[config.mk]
export PLATFORM = sky130hd
export DESIGN_NAME = parking_lot_occupancy_fsm
export DESIGN_NICKNAME = d
export VERILOG_FILES = /design/src/rtl/parking_lot_occupancy_fsm.sv
export SDC_FILE = /design/constraint.sdc
export NUM_CORES = 1
export LEC_CHECK = 0
export ABC_AREA = 1
export BUFFER_PORTS_ARGS = -buffer_cell sky130_fd_sc_hd__buf_4
export CAP_MARGIN = 20
export CORE_UTILIZATION = 45
export DETAILED_ROUTE_END_ITERATION = 10
export GPL_ROUTABILITY_DRIVEN = 0
export MAX_ROUTING_LAYER = met4
export PLACE_DENSITY_LB_ADDON = 0.05
export SLEW_MARGIN = 5
export SYNTH_ARGS = -nofsm -noshare
export SYNTH_HDL_FRONTEND = slang
export SYNTH_SLANG_ARGS = --single-unit
[constraint.sdc]
create_clock -name clk -period 4.2 [get_ports clk]
set_clock_uncertainty 0.15 [all_clocks]
set_input_delay 0.84 -clock clk [delete_from_list [all_inputs] [get_ports clk]]
set_output_delay 0.84 -clock clk [all_outputs]
set_load 0.02 [all_outputs]
[src/rtl/parking_lot_occupancy_fsm.sv]
// Gate-sensor sequence recogniser with saturating occupancy counter.
// Optional stalled-sequence abort is built when PLOT_TIMEOUT_EN is defined.
module parking_lot_occupancy_fsm #(
  parameter int CAPACITY       = 15,
  parameter int CNT_W          = $clog2(CAPACITY+1),
  parameter int TIMEOUT_CYCLES = 200_000_000
) (
  input  logic             clk,
  input  logic             reset,
  input  logic             a,
  input  logic             b,
  output logic             car_enter,
  output logic             car_exit,
  output logic [CNT_W-1:0] count,
  output logic             full,
  output logic             empty,
  output logic             err,
  output logic             seq_abort
);

  typedef enum logic [2:0] {IDLE, EN1, EN2, EN3, EX1, EX2, EX3} state_t;

  localparam logic [CNT_W-1:0] LP_CAP = CNT_W'(CAPACITY);

  state_t           r_state, w_next;
  logic [1:0]       w_ab;
  logic             w_enter, w_exit, w_tmo, w_err;
  logic [CNT_W-1:0] w_cnt_nxt;

  assign w_ab = {a, b};

  always_comb begin
    w_next  = r_state;
    w_enter = 1'b0;
    w_exit  = 1'b0;
    case (r_state)
      IDLE: case (w_ab)
        2'b10:   w_next = EN1;
        2'b01:   w_next = EX1;
        default: w_next = IDLE;
      endcase
      EN1: case (w_ab)
        2'b10:   w_next = EN1;
        2'b11:   w_next = EN2;
        default: w_next = IDLE;
      endcase
      EN2: case (w_ab)
        2'b01:   w_next = EN3;
        2'b10:   w_next = EN1;
        2'b00:   w_next = IDLE;
        default: w_next = EN2;
      endcase
      EN3: case (w_ab)
        2'b00:   begin w_next = IDLE; w_enter = 1'b1; end
        2'b11:   w_next = EN2;
        2'b10:   w_next = IDLE;
        default: w_next = EN3;
      endcase
      EX1: case (w_ab)
        2'b01:   w_next = EX1;
        2'b11:   w_next = EX2;
        default: w_next = IDLE;
      endcase
      EX2: case (w_ab)
        2'b10:   w_next = EX3;
        2'b01:   w_next = EX1;
        2'b00:   w_next = IDLE;
        default: w_next = EX2;
      endcase
      EX3: case (w_ab)
        2'b00:   begin w_next = IDLE; w_exit = 1'b1; end
        2'b11:   w_next = EX2;
        2'b01:   w_next = IDLE;
        default: w_next = EX3;
      endcase
      default: w_next = IDLE;
    endcase
    // A timeout wins over any transition, including a completing one.
    if (w_tmo) begin
      w_next  = IDLE;
      w_enter = 1'b0;
      w_exit  = 1'b0;
    end
  end

  always_comb begin
    w_cnt_nxt = count;
    w_err     = 1'b0;
    if (w_enter) begin
      if (count == LP_CAP) w_err = 1'b1;
      else                 w_cnt_nxt = count + 1'b1;
    end else if (w_exit) begin
      if (count == '0) w_err = 1'b1;
      else             w_cnt_nxt = count - 1'b1;
    end
  end

  always_ff @(posedge clk or negedge reset) begin
    if (!reset) begin
      r_state   <= IDLE;
      count     <= '0;
      full      <= 1'b0;
      empty     <= 1'b1;
      car_enter <= 1'b0;
      car_exit  <= 1'b0;
      err       <= 1'b0;
    end else begin
      r_state   <= w_next;
      count     <= w_cnt_nxt;
      full      <= (w_cnt_nxt == LP_CAP);
      empty     <= (w_cnt_nxt == '0);
      car_enter <= w_enter;
      car_exit  <= w_exit;
      err       <= w_err;
    end
  end

`ifdef PLOT_TIMEOUT_EN
  logic [31:0] r_stall;
  logic        r_abort;

  assign w_tmo     = (r_state != IDLE) && (r_stall == 32'(TIMEOUT_CYCLES-1));
  assign seq_abort = r_abort;

  always_ff @(posedge clk or negedge reset) begin
    if (!reset) begin
      r_stall <= '0;
      r_abort <= 1'b0;
    end else begin
      r_abort <= w_tmo;
      if (w_tmo || r_state == IDLE || w_next != r_state) r_stall <= '0;
      else                                               r_stall <= r_stall + 32'd1;
    end
  end
`else
  assign w_tmo     = 1'b0;
  assign seq_abort = 1'b0 & (TIMEOUT_CYCLES < 1);
`endif

endmodule

# After elaboration in Yosys (flattened, before gate mapping)
# Index checks and enable logic that the tools add are counted.
[totals] out_inout_bits=10 ff_bits=12
[classes] add_sub_neg=2 reduce_logical=6 eq_ne=11 n_mux=19
[op_table] operator="one-hot mux 3 bit (7 select lines)" count=1
[op_table] operator="one-hot mux 3 bit (2 select lines)" count=3
[op_table] operator="two-way mux 4 bit" count=4
[op_table] operator="== test 3 bit (second input constant)" count=3
[op_table] operator="one-hot mux 3 bit (3 select lines)" count=1
[op_table] operator="== test 4 bit (second input constant)" count=2
[op_table] operator="logical NOT 4 bit" count=2
[op_table] operator="one-hot mux 2 bit (2 select lines)" count=2
[op_table] operator="two-way mux 1 bit" count=7
[op_table] operator="== test 3 x 2 -> 1 bit (second input constant)" count=2
[op_table] operator="one-hot mux 2 bit (3 select lines)" count=1
[op_table] operator="adder 4 x 1 -> 4 bit (second input constant)" count=1
[op_table] operator="== test 2 bit (second input constant)" count=2
[op_table] operator="OR reduction 2 bit" count=2
[op_table] operator="subtractor 4 x 1 -> 4 bit (second input constant)" count=1
[op_table] operator="== test 3 x 1 -> 1 bit (second input constant)" count=1
[op_table] operator="logical NOT 3 bit" count=1
[op_table] operator="== test 2 x 1 -> 1 bit (second input constant)" count=1
[op_table] operator="logical NOT 2 bit" count=1

# Longest topological paths before layout
[depth] word_depth=6 mapped_depth=11

# Worst setup path after synthesis
# OpenSTA, ideal clock, no wires.
[synth_timing] path_type="input-to-reg" start="input port a" end="register full" path_stages=10 arrival_time_ps=1874 setup_time_ps=69 path_slack_ps=2107 path_cell_list="inv_1 ha_1 inv_1 nor3_4 nand3_1 nand2_1 inv_1 o21ai_2 nand2_2 nor2_2"
[synth_via] word_cells_on_any_way=7 classes_between="eq/ne (1); mux (5); reduce/logical (1)"
[synth_lines] item="start, declared" line_no="10" source="input logic a,"
[synth_lines] item="logical NOT 2 bit" line_no="53" source="EN3: case (w_ab)"
[synth_lines] item="two-way mux 1 bit" line_no="53"
[synth_lines] item="two-way mux 1 bit" line_no="36" source="case (r_state)"
[synth_lines] item="named net w_enter" line_no="27" source="logic w_enter, w_exit, w_tmo, w_err;"
[synth_lines] item="two-way mux 4 bit" line_no="89" source="if (w_enter) begin"
[synth_lines] item="named net w_cnt_nxt[1]" line_no="28" source="logic [CNT_W-1:0] w_cnt_nxt;"
[synth_lines] item="== test 4 bit" line_no="110" source="full <= (w_cnt_nxt == LP_CAP);"
[synth_lines] item="end signal, assigned" line_no="110"
[synth_lines] item="end, declared" line_no="15" source="output logic full,"
# The timed path passes the listed nets, and every way through them passes these cells.

# Worst setup path after layout
# Ends and elaborated chain as after synthesis.

==> flow_summary_export.csv <==
group,metric,value,unit
run_status,outcome,"complete, no violations",
synthesis,post_synth.cell_area_avg,8.41,sq um
sta,rsz0062_at_grt,"false",
clock_tree,worst_skew_pair.late_latency,0.27,ns
setup_path,worst-setup-path-type,"in2reg",
global_route,overflow,0,
synthesis,synth.lib_cells_used.distinct,28,
sta,report.final.setup_viol,0,
floorplan,die-width,46.1,um
routing,routed_antenna_nets,0,
setup_path,critical_path.max_fanout,7,
global_route,largest_net_degree_at_the_start_of_global_routing,13,
synthesis,ys.flop_type,"dfrtp_1",
synthesis,ys_top_cells_by_area,"dfrtp_1 31%, ha_1 13%, nand3_1 8.6%",
setup_path,critPathLaunchType,"input pin",
clock_tree,cts.path.max_buffers,2,
floorplan,boundaryPins,14,
final_layout,layout-drive-gt1-share,25.6,%
clock_tree,clkSinkCount,12,
sta,timing.final.hold_violations,0,
place,dp.cells,138,
routing,first_pass_iters,4,
worst_hold_path,min_delay_worst_type,"in2async",
routing,drt_iter0_markers,15,
synthesis,seq_area_frac_synth,34.5,%
routing,drt_wl_total,1720,um
synthesis,synth.cells.most_frequent,"15 x inv_1, 15 x nand3_1, 11 x dfrtp_1, 11 x nand2_1, 9 x ha_1",
pwr,vdd.ir_drop.worst,0.357,mV
global_route,antenna_violations_before_repair,0,
synthesis,synthSimpleGateAreaFrac,32.9,%
clock_tree,tritoncts_clock_tree,"done",
sta,layout_worst_path_cycle_share,50.8,%
synthesis,yosys.area_share.adder,12.9,%
synthesis,synthArstFlopShare,100,%
synthesis,post_synth_mux_area_share,0,%
clock_tree,cts-hold-fix-buffers,0,
global_route,grt.total_usage,20.5,%
setup_path,setup.worst_path.end_class,"flop",
routing,vias_per_cell,5.11,
routing,remaining_drc_errors,0,
place,place.port_buffers,12,
clock_tree,ctsHtreeMaxLevel,1,
synthesis,syn_inst,104,
synthesis,area_fraction_in_compound_gates_after_synthesis,8.15,%
pwr,power_density,539,nW/um^2
setup_path,worst_path_most_repeated_cell,"inv_1",
synthesis,xor_xnor_fraction_of_synth_area,2.00,%
clock_tree,number_of_buffers_created_by_cts,3,
final_layout,final-instance-count-excl-fill,142,
synthesis,postSynthNetCount,117,
clock_tree,cts.repair.resized,0,
setup_path,worstPathArrival,2.19,ns
sta,max_freq,469,MHz
setup_path,crit_path_cell_trace,"buf_4, inv_1, ha_1, inv_1, nor3_4, nand3_1, nand2_1, inv_1, o21ai_2, nand2_2, nor2_2",
setup_path,worst-endpoint-required,4.26,ns
synthesis,synth_seq_cells,12,
setup_path,slowest_delay,0.30,ns
routing,via_count,725,
floorplan,dieHeight,46.1,um
clock_tree,postCtsSetupBuffers,0,
clock_tree,clock_transition_at_the_registers_of_the_reported_paths,0.07,ns
floorplan,fp.coreArea,1780,sq um
synthesis,yosys_warnings,0,
final_layout,antennaDiodeCount,0,
floorplan,die_area,2120,sq um
job,number_of_max_cap_violations,0,
sta,setup_total_negative_slack,0,ns
sta,finalMaxSlewViolations,0,
place,dpl.hpwl,1340,um
synthesis,yosysTopAreaCellShare,31.5,%
clock_tree,clockRootBuffer,"clkbuf_4",
final_layout,area_delta_synth_final,15.7,%
synthesis,synth_edf_count,0,
floorplan,floorplan.initialDensity,49.1,%
floorplan,num_rows,15,
synthesis,synth.cell_area,875,sq um
synthesis,synth_top_family_by_area,"simple AND/OR/NAND/NOR gates",
sta,period_needed,2.13,ns
synthesis,synth_top_area_cell,"dfrtp_1",
final_layout,finish.net_count,131,
global_route,grt_first_pass_wirelength,2900,um
pwr,leak,0.536,nW
routing,wire_per_inst,12.1,um
setup_path,cpMaxStageDelayCell,"nor3_4",
final_layout,final.fill_count,175,
global_route,grt_pass1_vias,660,
sequential cells by signal, indices dropped and copies added, names as in the netlist:
| signal | flops |
|---|---|
| car_exit | 1 |
| empty | 1 |
| full | 1 |
| err | 1 |
| car_enter | 1 |
| r_state | 3 |
| count | 4 |
routing by layer:
metal  GRT usage [%]  part of all wire (%)
met2            32.1                    50
met4            5.29                  0.70
met5               -                     0
met1            25.0                    44
met3            7.06                   5.3
placed cells by master (no fill, tap or decap), drive strengths merged:
| cell type | n |
|---|---|
| nand2 | 17 |
| o2111ai | 1 |
| clkbuf | 4 |
| dfrtp | 11 |
| o21ai | 6 |
| nand4 | 3 |
| inv | 16 |
| nand3 | 17 |
| nor3 | 2 |
| nor2 | 10 |
| ha | 9 |
| o211ai | 1 |
| xnor2 | 1 |
| buf | 12 |
| dfstp | 1 |
| xor2 | 1 |
| a21oi | 3 |
| conb | 1 |
| a31oi | 1 |
worst paths after layout:
check                      startpoint        end  slack [ns]  cells past startpoint
max                                 a       full        2.07                     11
min                             reset   count[1]        0.24                      1
max reg2reg                  count[0]       full        2.37                      9
min reg2reg                r_state[0]  car_enter        0.46                      2
max in group asynchronous       reset      empty        3.43                      1
min in group clk           r_state[0]  car_enter        0.46                      2
cell type report:
cell class	count	area, sq um	area share (%)
Multi-Input combinational cell	73	493	48.7
Tap cell	25	31.3	3.09
Inverter	16	60.1	5.93
Timing Repair Buffer	12	90.1	8.90
Sequential cell	12	302	29.8
Clock buffer	4	36.3	3.58
cell families (layout without fill, tap and decap cells):
family	Yosys count	count (layout)
fa+ha+maj	9	9
compound gates	12	12
simple gates	49	49
other cells	1	1
buf+inv	19	32
flops	12	12
xor+xnor	2	2
power breakdown:
part           leakage (nW)  total (W)  internal [W]  switching, W
registers             0.147   0.000201      0.000148     0.0000536
logic                 0.368   0.000254     0.0000973      0.000156
clock network        0.0210  0.0000904     0.0000527     0.0000377
per-stage QoR:
stage	area (sq um)	util [%]	hold slack (ns)	setup WS [ns]	power (W)
floorplan	875	-	0.394	2.11	0.000380
detailed placement	976	54.7	0.451	1.80	0.000454
global route	1010	56.8	0.236	1.94	0.000588
finish	1010	56.8	0.240	2.07	0.000545
global placement	976	54.7	0.448	1.84	0.000456
CTS	1010	56.8	0.240	2.07	0.000548
worst max-delay path, delay by kind of cell:
kind | cells | cell delay [ns]
buffers and inverters | 4 | 0.44
AOI/OAI and AO/OA | 1 | 0.07
and+or+nand+nor | 5 | 0.65
adders and majority gates | 1 | 0.18
(Power assumes the default switching activity.)
